<file path="src/rtl/agc_bank_translator.sv">
// AGC bank translator: holds EB/FB/SB and maps 12-bit CPU addresses to flat
// physical addresses through a one-stage registered valid/ready pipeline.
module agc_bank_translator #(
  parameter int EBANK_W      = 3,
  parameter int FBANK_W      = 5,
  parameter int OUT_W        = 16,
  parameter int NUM_FBANKS   = 36,
  parameter bit SUPERBANK_EN = 1'b1,
  parameter int FCNT_W       = 8
) (
  input  logic                       clk,
  input  logic                       reset,
  input  logic                       bank_we,
  input  logic [1:0]                 bank_sel,
  input  logic [FBANK_W+EBANK_W-1:0] bank_wdata,
  input  logic                       req_valid,
  output logic                       req_ready,
  input  logic [11:0]                req_addr,
  output logic                       resp_valid,
  input  logic                       resp_ready,
  output logic [OUT_W-1:0]           resp_addr,
  output logic [1:0]                 resp_region,
  output logic                       resp_fault,
  output logic [EBANK_W-1:0]         eb_q,
  output logic [FBANK_W-1:0]         fb_q,
  output logic                       sb_q,
  output logic [FCNT_W-1:0]          fault_count
);

  typedef enum logic [1:0] {
    REG_UNSW_ERASABLE = 2'b00,
    REG_SW_ERASABLE   = 2'b01,
    REG_SW_FIXED      = 2'b10,
    REG_FIXED_FIXED   = 2'b11
  } region_e;

  logic               accept;
  logic               pop;
  logic               sbEff;
  logic [FBANK_W:0]   fixedBank;
  logic [OUT_W-1:0]   nextAddr;
  region_e            nextRegion;
  logic               nextFault;

  assign req_ready = !resp_valid || resp_ready;
  assign accept    = req_valid && req_ready;
  assign pop       = resp_valid && resp_ready;
  assign sbEff     = SUPERBANK_EN && sb_q;

  // NOTE: every output of always_comb is given a default first so no path
  // leaves a signal unassigned, which would otherwise infer a latch.
  always_comb begin
    nextAddr   = '0;
    nextRegion = REG_UNSW_ERASABLE;
    nextFault  = 1'b0;
    fixedBank  = {1'b0, fb_q};
    // Superbank lifts the top quarter of FB (banks 30-37 style) by eight.
    if (sbEff && (&fb_q[FBANK_W-1 -: 2]))
      fixedBank = {1'b0, fb_q} + (FBANK_W+1)'(8);

    if (req_addr[11]) begin
      nextAddr   = OUT_W'(req_addr);
      nextRegion = REG_FIXED_FIXED;
    end else if (req_addr[10]) begin
      nextRegion = REG_SW_FIXED;
      if (int'(fixedBank) >= NUM_FBANKS)
        nextFault = 1'b1;
      else
        nextAddr = OUT_W'({fixedBank, req_addr[9:0]});
    end else if (req_addr[9:8] == 2'b11) begin
      nextAddr   = OUT_W'({eb_q, req_addr[7:0]});
      nextRegion = REG_SW_ERASABLE;
    end else begin
      nextAddr = OUT_W'(req_addr);
    end
  end

  // NOTE: sequential state uses non-blocking assignments so every register
  // samples pre-edge values; this is what lets a same-cycle bank write leave
  // the accepted request translating with the old bank registers.
  always_ff @(posedge clk or posedge reset) begin
    if (reset) begin
      eb_q <= '0;
      fb_q <= '0;
      sb_q <= 1'b0;
    end else if (bank_we) begin
      unique case (bank_sel)
        2'b00: eb_q <= bank_wdata[EBANK_W-1:0];
        2'b01: fb_q <= bank_wdata[FBANK_W-1:0];
        2'b10: begin
          eb_q <= bank_wdata[EBANK_W-1:0];
          fb_q <= bank_wdata[FBANK_W+EBANK_W-1:EBANK_W];
        end
        2'b11: sb_q <= SUPERBANK_EN && bank_wdata[0];
      endcase
    end
  end

  always_ff @(posedge clk or posedge reset) begin
    if (reset) begin
      resp_valid  <= 1'b0;
      resp_addr   <= '0;
      resp_region <= 2'b00;
      resp_fault  <= 1'b0;
    end else if (accept) begin
      resp_valid  <= 1'b1;
      resp_addr   <= nextAddr;
      resp_region <= nextRegion;
      resp_fault  <= nextFault;
    end else if (pop) begin
      resp_valid <= 1'b0;
    end
  end

  always_ff @(posedge clk or posedge reset) begin
    if (reset)
      fault_count <= '0;
    else if (pop && resp_fault && (fault_count != '1))
      fault_count <= fault_count + FCNT_W'(1);
  end

endmodule

</file>
<file path="config.mk">
export PLATFORM = sky130hd
export DESIGN_NAME = agc_bank_translator
export DESIGN_NICKNAME = d
export VERILOG_FILES = /design/src/rtl/agc_bank_translator.sv
export SDC_FILE = /design/constraint.sdc
export NUM_CORES = 1
export LEC_CHECK = 0
export ABC_AREA = 1
export CAP_MARGIN = 20
export CORE_AREA = 2 2 68 70
export DETAILED_ROUTE_END_ITERATION = 12
export DIE_AREA = 0 0 70 72
export PLACE_DENSITY = 0.74
export SKIP_LAST_GASP = 1
export SYNTH_ARGS = -nofsm -noshare
export SYNTH_HDL_FRONTEND = slang
export SYNTH_SLANG_ARGS = --single-unit
</file>
<file path="constraint.sdc">
create_clock -name clk -period 1.8 [get_ports clk]
set_input_delay 0.27 -clock clk [delete_from_list [all_inputs] [get_ports clk]]
set_output_delay 0.27 -clock clk [all_outputs]
set_load 0.05 [all_outputs]
</file>
# == After elaboration in Yosys (flattened, before gate mapping) ==
# Cells that the tools add are included.
# word_totals
register_bits,37
out_inout_bits,38
elab_cells,45
input_bits,27
# classes
order_cmp,1
reduce_logical,15
eq_ne,5
addsub,2
muxes,14
# op_table
op,count
$mux W16,3
$mux W11,1
$pmux W5 S2,1
$add A8 B1 Y8 const B,1
$ne A8 B8 Y1 const B,1
$reduce_and A2 Y1,4
$add A5 B4 Y6 const B,1
$eq A2 B2 Y1 const B,3
$ge A6 B6 Y1 const B,1
$mux W1,6
$mux W6,1
$logic_and A1 B1 Y1,5
$mux W2,2
$reduce_bool A2 Y1,2
$eq A2 B1 Y1 const B,1
$logic_not A2 Y1,1
$reduce_or A2 Y1,1
$logic_not A1 Y1,1
$logic_or A1 B1 Y1,1

# == Depth between registers and ports, before layout ==
# logic_depth
depth_word,7
depth_mapped,8

# == Least setup slack after synthesis ==
# Ideal clock, no wire load.
# synth_timing
path_type,reg-to-reg
start,reg fb_q[3]
end,reg resp_addr[9]
path_stages_with_launch,7
n_path_buf,0
required_ps,1673
period_less_slack_ps,1596
arrival_time_ps,1469
setup_ps,127
path_slack_ps,204
cell_sequence,dfrtp_1 -> ha_1 -> nand2_1 -> inv_1 -> nand3_2 -> nand2_1 -> o21ai_0
# synth_via
elab_chain_len,7
# synth_lines
element,line_no,text
from (decl),25,"output logic [FBANK_W-1:0] fb_q,"
from (signal assigned),89,2'b01: fb_q <= bank_wdata[FBANK_W-1:0];
from (signal assigned),92,fb_q <= bank_wdata[FBANK_W+EBANK_W-1:EBANK_W];
branches (longest 2 deep; another with $add A5 B4 Y6),--,
$mux W6 *,58,if (sbEff && (&fb_q[FBANK_W-1 -: 2]))
$ge A6 B6 Y1 *,66,if (int'(fixedBank) >= NUM_FBANKS)
$mux W16 *,66,
$mux W16 *,64,end else if (req_addr[10]) begin
$mux W16 *,61,if (req_addr[11]) begin
to (signal assigned),107,resp_addr <= nextAddr;
to (decl),21,"output logic [OUT_W-1:0] resp_addr,"
# Every way passes the cells marked *.
# A chain may end at the register's enable or synchronous reset.

# == Final worst setup path ==
# layout_timing
start,reg resp_addr[9]
end,out resp_addr[9]
# No word-level cell between the ends.

==> impl_metrics.py <==
metrics = {
    "cells_and_area": {
        "stdcell_count": 349,
        "drive_gt1_frac": 0.172,
        "final_area_sq_um": 2660,
        "antenna_cells": 0,
        "finalNetCount": 328,
        "fin_util": 0.623,
        "synthToLayoutAreaGrowth_pct": 41.1,
        "fill_cells": 376,
    },
    "sta": {
        "worst_pin_slew_ns": 0.538,
        "setup_violations": 0,
        "fmax_ghz": 0.574,
        "holdWs_ns": 0.397,
        "min_period_over_period": 0.968,
        "setup_tns_ns": 0,
        "rsz0062_at_grt": "no",
        "slew_viol_final": 0,
        "relSlewSlack": 0.641,
        "layout_setup_ws_ns": 0.0573,
        "hold_violations": 0,
        "finClkSkew_ns": 0.00650,
        "post-route-min-period_ns": 1.74,
    },
    "clock_network": {
        "clk_latency_ns": 0.29,
        "cts_root_buf": "clkbuf_8",
        "cts_sinks": 37,
        "clkTransAtPathRegs_ns": 0.08,
        "cts_buffers": 5,
        "tritoncts": "built",
        "htreeDepth": 2,
        "clock_path_buffers": 2,
        "postCtsSetupBuffers": 0,
    },
    "global_route": {
        "grt_first_pass_wirelength_mm": 7.19,
        "grt_pass1_vias": 1564,
        "grt_overflow_total": 0,
        "antenna_found_initial": 0,
        "grt_max_degree": 38,
        "grt_use_total": 0.180,
    },
    "synth": {
        "synth-warning-count": 0,
        "synth-xor-area-share": 0.0226,
        "ys_ff_latch": 37,
        "synth_cells": 225,
        "synthesis.nets": 257,
        "ys_seq_area_frac": 0.492,
        "async_reset_ff_frac": 1.00,
        "synth_most_common_cell": "nand2_1",
        "synth_adder_area_share": 0.0332,
        "synth_top_area_frac": 0.492,
        "muxShareOfSynthArea": 0,
        "yosys.area_share.simple": 0.305,
        "syn_area_sq_um": 1880,
        "syn_area_per_cell_sq_um": 8.36,
        "ys.flop_type": "dfrtp_1",
        "synth_compound_area_frac": 0.0771,
        "yosys.area.top_type": "dfrtp_1",
        "synth-edff-count": 0,
        "yosys-top-cells-count": "nand2_1, dfrtp_1, inv_1, nand3_1, nor2_1",
        "synth_top_family_by_area": "simple AND/OR/NAND/NOR gates",
        "synth_cell_types": 25,
        "synth_area_leaders": "dfrtp_1, nand2_1, nand3_1",
    },
    "worst_setup_path": {
        "rr_worst_depth": 6,
        "cp-start-kind": "flip-flop",
        "crit_arrival_ns": 1.47,
        "crit_type": "flip-flop to primary output",
        "crit_chain": "clkdlybuf4s50_1",
        "cp_slowest_cell": "clkdlybuf4s50_1",
        "cp_max_fo": 2,
        "path_depth": 1,
        "critPathBufInv": 1,
        "worstPathRequired_ns": 1.53,
        "critPathTopFamily": "buffers and inverters",
        "max_stage_delay_ns": 0.81,
        "critPathCaptureType": "primary output",
    },
    "placement": {
        "gp_congestion": 0.758,
        "dp.cells": 341,
        "pre_cts_slack_ns": 0.126,
        "hpwlAfterDp_mm": 3.33,
        "dpl_cell_area_sq_um": 2530,
        "port_buffers": 64,
    },
    "drt": {
        "vias": 1694,
        "drc": 0,
        "dr.pass1.iters": 4,
        "drtIter0Drc": 131,
        "routedWlPerCell_um": 12.7,
        "routed_wl_mm": 4.42,
        "final_antenna_net_count": 0,
        "vias_per_cell": 4.85,
    },
    "power_and_ir_drop": {
        "p_sw_frac": 0.407,
        "seqPwrFrac": 0.361,
        "power_mw": 3.06,
        "power_density_nw_per_um2": 1150,
        "p_sw_mw": 1.25,
        "p_int_mw": 1.82,
        "p_leak_nw": 1.33,
        "ir_drop_uv": 478,
        "power_frac_comb": 0.393,
        "pwr-share-clk": 0.246,
    },
    "hold_path": {
        "hp-class": "input pin to asynchronous set/reset pin",
    },
    "die": {
        "die_h_um": 72,
        "coreArea_sq_um": 4260,
        "die_x_um": 70,
        "start_util": 0.441,
        "die_area_sq_um": 5040,
        "rows": 24,
        "io_pins": 65,
    },
    "status": {
        "status": "completed",
    },
    "job": {
        "maxCapViolations": 0,
    },
}
cells in the final DEF (no fill, tap or decap), types with 2 or more instances in the layout:
master,instances
a21oi_1,13
buf_4,28
clkbuf_8,6
clkdlybuf4s50_1,35
dfrtp_1,37
dlymetal6s2s_1,4
ha_1,5
inv_1,21
inv_2,2
nand2_1,70
nand2_2,3
nand3_1,18
nand4_1,8
nor2_1,16
nor2_4,4
o21ai_0,12
xnor2_1,2
registers in the layout, indices dropped and copies added (netlist names):
register	cells
resp_addr	16
fault_count	8
fb_q	5
eb_q	3
resp_region	2
resp_fault	1
resp_valid	1
sb_q	1
final cells by class:
type | instances | area (sq um) | share of cell area
multi-input combinational | 160 | 825 | 0.311
sequential | 37 | 926 | 0.349
inverter | 24 | 92.6 | 0.0349
tap | 52 | 65.1 | 0.0245
clock inverter | 1 | 30.0 | 0.0113
clock buffer | 7 | 86.3 | 0.0325
timing repair buffer | 68 | 631 | 0.238
metal layers:
metal | vias up | part of all wire | global-route usage | wire (um)
met2 | 60 | 0.48 | 0.306 | 2140
met5 | - | 0 | 0 | 0
li1 | 868 | - | - | -
met3 | 2 | 0.066 | 0.0514 | 290
met1 | 764 | 0.45 | 0.228 | 1980
met4 | 0 | 0.0018 | 0.0513 | 8
power groups by stage:
| stage | sequential (mW) | clock, mW | combinational (mW) |
|---|---|---|---|
| after floorplan | 1.58 | 0 | 0.335 |
| final | 1.11 | 0.752 | 1.20 |
| after detailed placement | 1.12 | 0 | 1.21 |
| after global placement | 1.12 | 0 | 1.20 |
| after CTS | 1.10 | 0.769 | 1.21 |
| after global routing | 1.13 | 0.797 | 1.29 |
logic make-up (layout without fill, tap and decap cells):
logic type,Yosys count,after routing
buffers and inverters,28,100
AO/OA/AOI/OAI,28,28
XOR/XNOR,4,4
AND/OR/NAND/NOR,123,123
adder cells (fa/ha/maj),5,5
flip-flops,37,37
worst paths after layout:
path / endpoint / slack (ns) / startpoint
setup reg to reg: resp_addr[9]$_DFFE_PP0P_ / 0.31 / fb_q[3]$_DFFE_PP0P_
hold / removal: resp_addr[14]$_DFFE_PP0P_ / 0.40 / reset
min in group clk: resp_addr[0]$_DFFE_PP0P_ / 0.49 / resp_addr[0]$_DFFE_PP0P_
max in group asynchronous: resp_addr[8]$_DFFE_PP0P_ / 1.08 / reset
hold reg to reg: resp_addr[0]$_DFFE_PP0P_ / 0.49 / resp_addr[0]$_DFFE_PP0P_
setup / recovery: resp_addr[9] / 0.06 / resp_addr[9]$_DFFE_PP0P_
timing repair:
action | CTS | global route
hold endpoints to repair | 0 | 0
resized for setup | 0 | 4
setup endpoints to repair | 0 | 4
hold buffers | 0 | 0
Power figures use the tool's default switching activity.
